**src/rtl/lc3b_types_pkg.sv**
```systemverilog
// Shared LC-3b memory-side types: bus words, byte selects, 128-bit lines and
// the line responder state encoding.
package lc3b_types;

  localparam int LINE_WORDS = 8;

  typedef logic [15:0]  lc3b_word;
  typedef logic [1:0]   lc3b_sel;
  typedef logic [127:0] lc3b_line;
  typedef logic [2:0]   lc3b_widx;
  typedef logic [11:0]  lc3b_tag;

  typedef enum logic [1:0] {
    IDLE  = 2'd0,
    FETCH = 2'd1,
    WRITE = 2'd2,
    RESP  = 2'd3
  } mem_resp_state_t;

  function automatic lc3b_word line_word(input lc3b_line line, input lc3b_widx w);
    return line[{w, 4'h0} +: 16];
  endfunction

endpackage

```
**src/rtl/mem_line_responder_merge.sv**
```systemverilog
// Byte-lane merge of one CPU word into a 128-bit line; purely combinational.
// Shared with the cache so both merge writes identically.
module line_byte_merge
  import lc3b_types::*;
(
  input  logic [127:0] line_in,
  input  logic [2:0]   widx,
  input  logic [1:0]   byte_en,
  input  logic [15:0]  wdata,
  output logic [127:0] line_out
);

  always_comb begin
    line_out = line_in;
    if (byte_en[0]) line_out[{widx, 4'h0} +: 8] = wdata[7:0];
    if (byte_en[1]) line_out[{widx, 4'h8} +: 8] = wdata[15:8];
  end

endmodule

```
**src/rtl/mem_line_responder.sv**
```systemverilog
// CPU word/byte requests over a 128-bit line memory: fetch, merge, write back.
// Optional one-line buffer (write-through) when MEM_LINE_BUF_EN is defined.
module mem_line_responder
  import lc3b_types::*;
(
  input  logic         clk,
  input  logic         reset,
  input  logic         mem_read,
  input  logic         mem_write,
  input  logic [1:0]   mem_byte_enable,
  input  logic [15:0]  mem_address,
  input  logic [15:0]  mem_wdata,
  output logic [15:0]  mem_rdata,
  output logic         mem_resp,
  output logic         pmem_read,
  output logic         pmem_write,
  output logic [15:0]  pmem_address,
  output logic [127:0] pmem_wdata,
  input  logic [127:0] pmem_rdata,
  input  logic         pmem_resp
);

  mem_resp_state_t state, state_nxt;
  lc3b_line        line_q, line_nxt;
  lc3b_line        merge_src, merged;
  lc3b_widx        widx;
  lc3b_tag         tag;
  logic            do_wr;
  logic            unused_addr_bit;

  assign widx            = mem_address[3:1];
  assign tag             = mem_address[15:4];
  assign unused_addr_bit = mem_address[0];
  // A write with no lanes enabled behaves like a read: fetch and respond.
  assign do_wr           = mem_write && (mem_byte_enable != 2'b00);

`ifdef MEM_LINE_BUF_EN
  logic     buf_vld;
  lc3b_tag  buf_tag;
  lc3b_line buf_data;
  logic     buf_hit;

  assign buf_hit   = buf_vld && (buf_tag == tag);
  assign merge_src = (state == IDLE) ? buf_data : pmem_rdata;

  always_ff @(posedge clk or posedge reset) begin
    if (reset) begin
      buf_vld  <= 1'b0;
      buf_tag  <= '0;
      buf_data <= '0;
    end else if (pmem_resp && state == FETCH) begin
      buf_vld  <= 1'b1;
      buf_tag  <= tag;
      buf_data <= pmem_rdata;
    end else if (pmem_resp && state == WRITE) begin
      buf_vld  <= 1'b1;
      buf_tag  <= tag;
      buf_data <= line_q;
    end
  end
`else
  assign merge_src = pmem_rdata;
`endif

  line_byte_merge u_merge (
    .line_in  (merge_src),
    .widx     (widx),
    .byte_en  (mem_byte_enable),
    .wdata    (mem_wdata),
    .line_out (merged)
  );

  always_ff @(posedge clk or posedge reset) begin
    if (reset) begin
      state  <= IDLE;
      line_q <= '0;
    end else begin
      state  <= state_nxt;
      line_q <= line_nxt;
    end
  end

  always_comb begin
    state_nxt = state;
    line_nxt  = line_q;
    unique case (state)
      IDLE: begin
        if (mem_write || mem_read) begin
          state_nxt = FETCH;
`ifdef MEM_LINE_BUF_EN
          if (buf_hit) begin
            if (do_wr) begin
              state_nxt = WRITE;
              line_nxt  = merged;
            end else begin
              state_nxt = RESP;
              line_nxt  = buf_data;
            end
          end
`endif
        end
      end
      FETCH: begin
        if (pmem_resp) begin
          if (do_wr) begin
            state_nxt = WRITE;
            line_nxt  = merged;
          end else begin
            state_nxt = RESP;
            line_nxt  = pmem_rdata;
          end
        end
      end
      WRITE: begin
        if (pmem_resp) state_nxt = RESP;
      end
      RESP: begin
        state_nxt = IDLE;
      end
      default: begin
        state_nxt = IDLE;
      end
    endcase
  end

  // Strobes decode straight from state so reset drops them without a clock.
  assign pmem_read    = (state == FETCH);
  assign pmem_write   = (state == WRITE);
  assign mem_resp     = (state == RESP);
  assign pmem_address = {mem_address[15:4], 4'h0};
  assign pmem_wdata   = line_q;
  assign mem_rdata    = line_word(line_q, widx);

endmodule

```
**config.mk**
```make
export PLATFORM = sky130hd
export DESIGN_NAME = mem_line_responder
export DESIGN_NICKNAME = d
export VERILOG_FILES = /design/src/rtl/lc3b_types_pkg.sv /design/src/rtl/mem_line_responder_merge.sv /design/src/rtl/mem_line_responder.sv
export SDC_FILE = /design/constraint.sdc
export NUM_CORES = 1
export LEC_CHECK = 0
export ABC_AREA = 1
export CAP_MARGIN = 20
export CORE_MARGIN = 4
export CORE_UTILIZATION = 40
export DETAILED_ROUTE_END_ITERATION = 12
export MAX_ROUTING_LAYER = met4
export PLACE_DENSITY = 0.76
export REMOVE_ABC_BUFFERS = 1
export SLEW_MARGIN = 20
export SYNTH_ARGS = -nofsm -noshare
export SYNTH_HDL_FRONTEND = slang
export SYNTH_SLANG_ARGS = --single-unit
```
**constraint.sdc**
```tcl
create_clock -name clk -period 12.25 [get_ports clk]
set_input_delay 2.45 -clock clk [delete_from_list [all_inputs] [get_ports clk]]
set_output_delay 2.45 -clock clk [all_outputs]
set_load 0.01 [all_outputs]
```
After elaboration in Yosys (flattened, before gate mapping)

Index checks and enable logic that the tools add are counted.

Add/sub/neg operators: 2
Eq/ne operators: 6
Shift-type cells: 5
Mux-type cells: 10
Reductions and logical operators: 6

Operator list:

| cell                                                                    | count |
|---|---|
| 128-bit two-way mux                                                     | 3 |
| 128-bit bitwise mux                                                     | 2 |
| 8-bit by 9-bit variable shift with 128-bit output, first input constant | 2 |
| 8-bit by 9-bit indexed part select with 128-bit output                  | 2 |
| 128-bit by 8-bit indexed part select with 16-bit output                 | 1 |
| 7-bit negator with 9-bit output                                         | 2 |
| 2-bit case mux with 4 select lines                                      | 1 |
| 2-bit two-way mux                                                       | 3 |
| 2-bit equality test, second input constant                              | 2 |
| 2-bit by 1-bit != test with 1-bit output, second input constant         | 2 |
| 3-bit AND reduction                                                     | 1 |
| 2-bit by 1-bit equality test with 1-bit output, second input constant   | 1 |
| 2-bit zero test                                                         | 1 |
| 2-bit != test, second input constant                                    | 1 |
| 2-bit AND reduction                                                     | 1 |
| 2-bit nonzero test                                                      | 1 |
| 1-bit logical AND                                                       | 1 |
| 1-bit logical OR                                                        | 1 |
| 1-bit two-way mux                                                       | 1 |

Bits in registers: 130
Input bits: 167
Output and inout port bits: 163
Word-level logic and storage cells: 31

Depth between registers and ports, before layout

Word-level depth: 7
Mapped depth: 13
Gate-level depth less buffers: 10

Hierarchy

From an unflattened synthesis, not the netlist that was laid out.

Cells, all modules: 1832
Area, all modules: 10646.5 µm²

Modules (own cells, without submodules):

| module             | instances | cells each | area an instance (µm²) | seq. area each (µm²) |
|---|---|---|---|---|
| mem_line_responder | 1         | 1357       | 8365.5                 | 3253.1 |
| line_byte_merge    | 1         | 475        | 2280.9                 | 0.0 |

Worst setup path before layout

Ideal clock, no wire load.

Path type: input port to output port
Start: input port mem_address[1]
End: output port mem_rdata[10]
Arrival: 3401 ps
Required time: 9800 ps
Path slack: 6399 ps
Stages on the path: 8
Path buffers: 3
Path through: buf_4 > inv_2 > buf_2 > buf_2 > nor2_1 > o21ai_0 > nand2_1 > nand2_1

Cells in the longest elaborated chain, start to end: 1

RTL lines:

| what                                                    | RTL line                 | text |
|---|---|---|
| start: declaration                                      | mem_line_responder.sv:11 | `input logic [15:0] mem_address,` |
| 128-bit by 8-bit indexed part select with 16-bit output | lc3b_types_pkg.sv:21     | `return line[{w, 4'h0} +: 16];` |
| end: declaration                                        | mem_line_responder.sv:13 | `output logic [15:0] mem_rdata,` |

No other way between the ends.

Worst setup path after layout

Start: input port mem_address[1]
End: output port mem_rdata[6]

The elaborated chain is that of the path after synthesis.

==> summary.md <==
| Metric | Value |
|---|---|
| Status | finished clean |
| Antenna violations before repair | 2 |
| Post-Syn Area | 8403 um2 |
| Synth Flop Type | dfrtp_1 |
| Post-DP HPWL | between 20 and 25 mm |
| R2r setup slk | roughly 9100 ps |
| Logic pwr share | 0.448 |
| Hold Vio Cnt, Final | 0 |
| FILL cells | approximately 2000 |
| Post-synthesis xor/xnor area fraction | 0 |
| Pwr dens | roughly 200 nW/um2 |
| Synth cell types | 25 |
| Global-route wire length before repair | around 54 mm |
| Core Region | 20430 um2 |
| Hold crit path type | flip-flop to flip-flop |
| Post-Synth Simple-Gate Area | 0.3198 |
| WL final | approximately 36 mm |
| CP required | approximately 9800 ps |
| Total grt overflow | 0 |
| Die Wd | roughly 150 um |
| DRC viols | 0 |
| Part of the cycle the worst path needs | 0.6153 |
| Post-synth top area cell | dfrtp_1 |
| Worst-path maximum fanout | 42 |
| Worst rel slew slack | 0.3216 |
| Routed Antenna Nets | 0 |
| Compound-gate portion of the synthesized area | 0.1683 |
| VDD IR max | approximately 0.000095 V |
| Largest net degree at the start of global routing | approximately 80 |
| Crit end category | output pin |
| CP arrival | 5090 ps |
| Clock Skews | approximately 8.6 ps |
| RSZ-0062 raised after global routing | false |
| Min Tclk post-route | 7538 ps |
| Syn-to-layout area delta | 43.00% |
| Clock share of power | 0.229 |
| DR vias/cell | 5.509 |
| DR WL/cell | approximately 20 um |
| TritonCTS Buffers | 17 |
| Placed Area | 11360 um2 |
| Setup bufs post-CTS | 0 |
| Worst-Skew Late Latency | 420 ps |
| Fmax achieved | 132.7 MHz |
| Warnings, synthesis | 0 |
| Sw Share | 0.3714 |
| Overall Global Routing Usage | 0.3020 |
| TritonRoute pass-1 iters | 6 |
| Longest Clk Path Bufs | 2 |
| Final #Nets | ~1700 |
| Sequential share of the synthesized area | 0.3871 |
| Clk root buf | clkbuf_16 |
| Number of enable flip-flop cells after synthesis | 0 |
| Die Y | 152.9 um |
| Initial drt markers | 788 |
| Post-Layout Inst Area | roughly 12000 um2 |
| Leakage power | 5.569 nW |
| Synth Instances | 1249 |
| Post-synthesis mux area share | 0 |
| Tightest Pin Transition | 1014 ps |
| Hold_buf cts | 0 |
| Num Clock Sinks | between 100 and 150 |
| FFs w/ async S/R, synth | 1.000 |
| Max-slew violations | 0 |
| Resize count post-CTS | 0 |
| Largest family of logic cells by synthesized area | simple AND/OR/NAND/NOR gates |
| Row cnt | 52 |
| Vias in the first global route | between 9000 and 10000 |
| Most common cell in the netlist | nand2_1 |
| I/O Buffers | 300 |
| Reg power frac | 0.323 |
| Via count | between 9000 and 10000 |
| Post-synth top area share | 0.3871 |
| Post-Route Setup TNS | 0 ps |
| Die area | between 20000 and 25000 um2 |
| Int Power | around 1.6 mW |
| Maximum Capacitance Violations | 0 |
| Synthesized flop and latch total | 130 |
| Critical path launch point type | input pin |
| Most frequent cells after synthesis | nand2_1 (357), nand3_1 (171), o21ai_0 (140) |
| Average cell area after synthesis | ~6.7 um2 |
| Top post-synthesis cells by area | dfrtp_1 (39%), nand2_1 (16%), nand3_1 (10%) |
| CTS tree | yes |
| Layout cells sized above 1 | 0.04591 |
| GP Congestion | around 0.94 |
| Initial core utilization | 0.4113 |
| IO Pins | 330 |
| H-tree Lvls | 4 |
| Clock slew seen by the registers of the worst setup and hold paths | 60 ps |
| Final Setup Violations | 0 |
| Crit Path Class | input pin to output pin |
| P_sw | roughly 920 uW |
| Adder-cell area share of the yosys netlist | 0.01787 |
-- layer usage --
metal  vias to the layer above  global-route usage  wire [um]
met2                       622              0.4896      16830
met4                         0             0.09419       1132
met1                      4532              0.3744      13690
li1                       4547                   -          -
met3                        78             0.07464       3966
met5                         -                   -          0
-- final timing paths --
| path | startpoint | end | cells after the start |
|---|---|---|---|
| worst max-delay path | mem_address[1] | mem_rdata[6] | 8 |
| worst min-delay path | pmem_wdata[39] | pmem_wdata[39] | 2 |
| worst max register to register | state[1] | pmem_wdata[2] | 7 |
| worst min register to register | pmem_wdata[39] | pmem_wdata[39] | 2 |
| max in group asynchronous | reset | pmem_wdata[57] | 3 |
| min in group asynchronous | reset | pmem_wdata[63] | 2 |
-- layout make-up --
| class | instances | area, um2 | area share |
|---|---|---|---|
| Sequential cell | 130 | 3253 | 0.2707 |
| Clock buffer | 20 | 466.7 | 0.03884 |
| Inverter | 117 | 442.9 | 0.03686 |
| Multi-Input combinational cell | 916 | 4279 | 0.3561 |
| Timing Repair Buffer | 308 | 3053 | 0.2541 |
| Clock inverter | 12 | 178.9 | 0.01489 |
| Tap cell | 270 | 337.8 | 0.02811 |
| Antenna cell | 2 | 5.005 | 0.0004165 |
-- cell families (layout without fill, tap and decap cells) --
kind of cell | count (synthesis) | count (layout)
AND/OR/NAND/NOR | 633 | 633
AO/OA/AOI/OAI | 267 | 267
buffers and inverters | 206 | 457
other | 1 | 6
flip-flops | 130 | 130
adder cells (fa/ha/maj) | 12 | 12
-- sequential cells by signal (all words and copies together) (netlist names) --
name        flops
pmem_wdata    128
state           2
-- power by group through the flow --
stage | sequential, mW | clock, mW | combinational [mW]
2_1_floorplan | 0.856 | 0 | 0.395
3_3_place_gp | 0.795 | 0 | 1.09
6_report | 0.798 | 0.565 | 1.11
3_5_place_dp | 0.799 | 0 | 1.11
5_1_grt | 0.823 | 0.589 | 1.21
4_1_cts | 0.795 | 0.570 | 1.11
-- layout by cell type, fill, tap and decap left out --
master / synthesis / layout
inv_1: 113 / 112
clkbuf_16: 0 / 17
nor3_4: 2 / 2
ha_1: 12 / 12
nand2_4: 0 / 1
bufinv_16: 0 / 4
nor2_2: 11 / 10
o21ai_1: 5 / 5
nand3_2: 2 / 2
o21bai_1: 8 / 8
o211ai_1: 19 / 19
clkdlybuf4s50_1: 0 / 298
inv_4: 0 / 1
conb_1: 1 / 4
nand4_1: 1 / 1
clkinvlp_4: 0 / 3
buf_2: 28 / 2
o21ai_0: 140 / 140
diode_2: 0 / 2
nand2_1: 357 / 356
nand3_1: 171 / 171
nor2_4: 3 / 4
clkinv_2: 0 / 3
clkbuf_8: 0 / 3
inv_2: 3 / 3
nor2_1: 83 / 83
buf_4: 23 / 8
a21oi_1: 87 / 87
dfrtp_1: 130 / 130
inv_6: 0 / 1
o22ai_1: 8 / 8
clkinv_4: 0 / 2
nand2_2: 3 / 3
-- per-stage QoR --
| stage | util | std cells | power, mW | setup WS [ps] | hold slack [ps] |
|---|---|---|---|---|---|
| 6_report | 0.5882 | 1775 | 2.472 | 4712 | 497.6 |
| 2_1_floorplan | - | 1163 | 1.251 | 4259 | 529.4 |
| 3_3_place_gp | 0.5561 | 1741 | 1.883 | 4745 | 481.5 |
| 5_1_grt | 0.5882 | 1775 | 2.620 | 4644 | 525.8 |
| 4_1_cts | 0.5877 | 1773 | 2.480 | 4760 | 497.8 |
| 3_5_place_dp | 0.5561 | 1741 | 1.909 | 4770 | 481.6 |
-- critical path, cell delays in order --
cell             delay, ps
buf_2                  360
inv_2                  610
buf_4                  510
o21ai_0                130
o22ai_1                220
nand2_1                 90
nand2_1                120
clkdlybuf4s50_1        550
No activity file was read; power rests on OpenSTA's default activity.
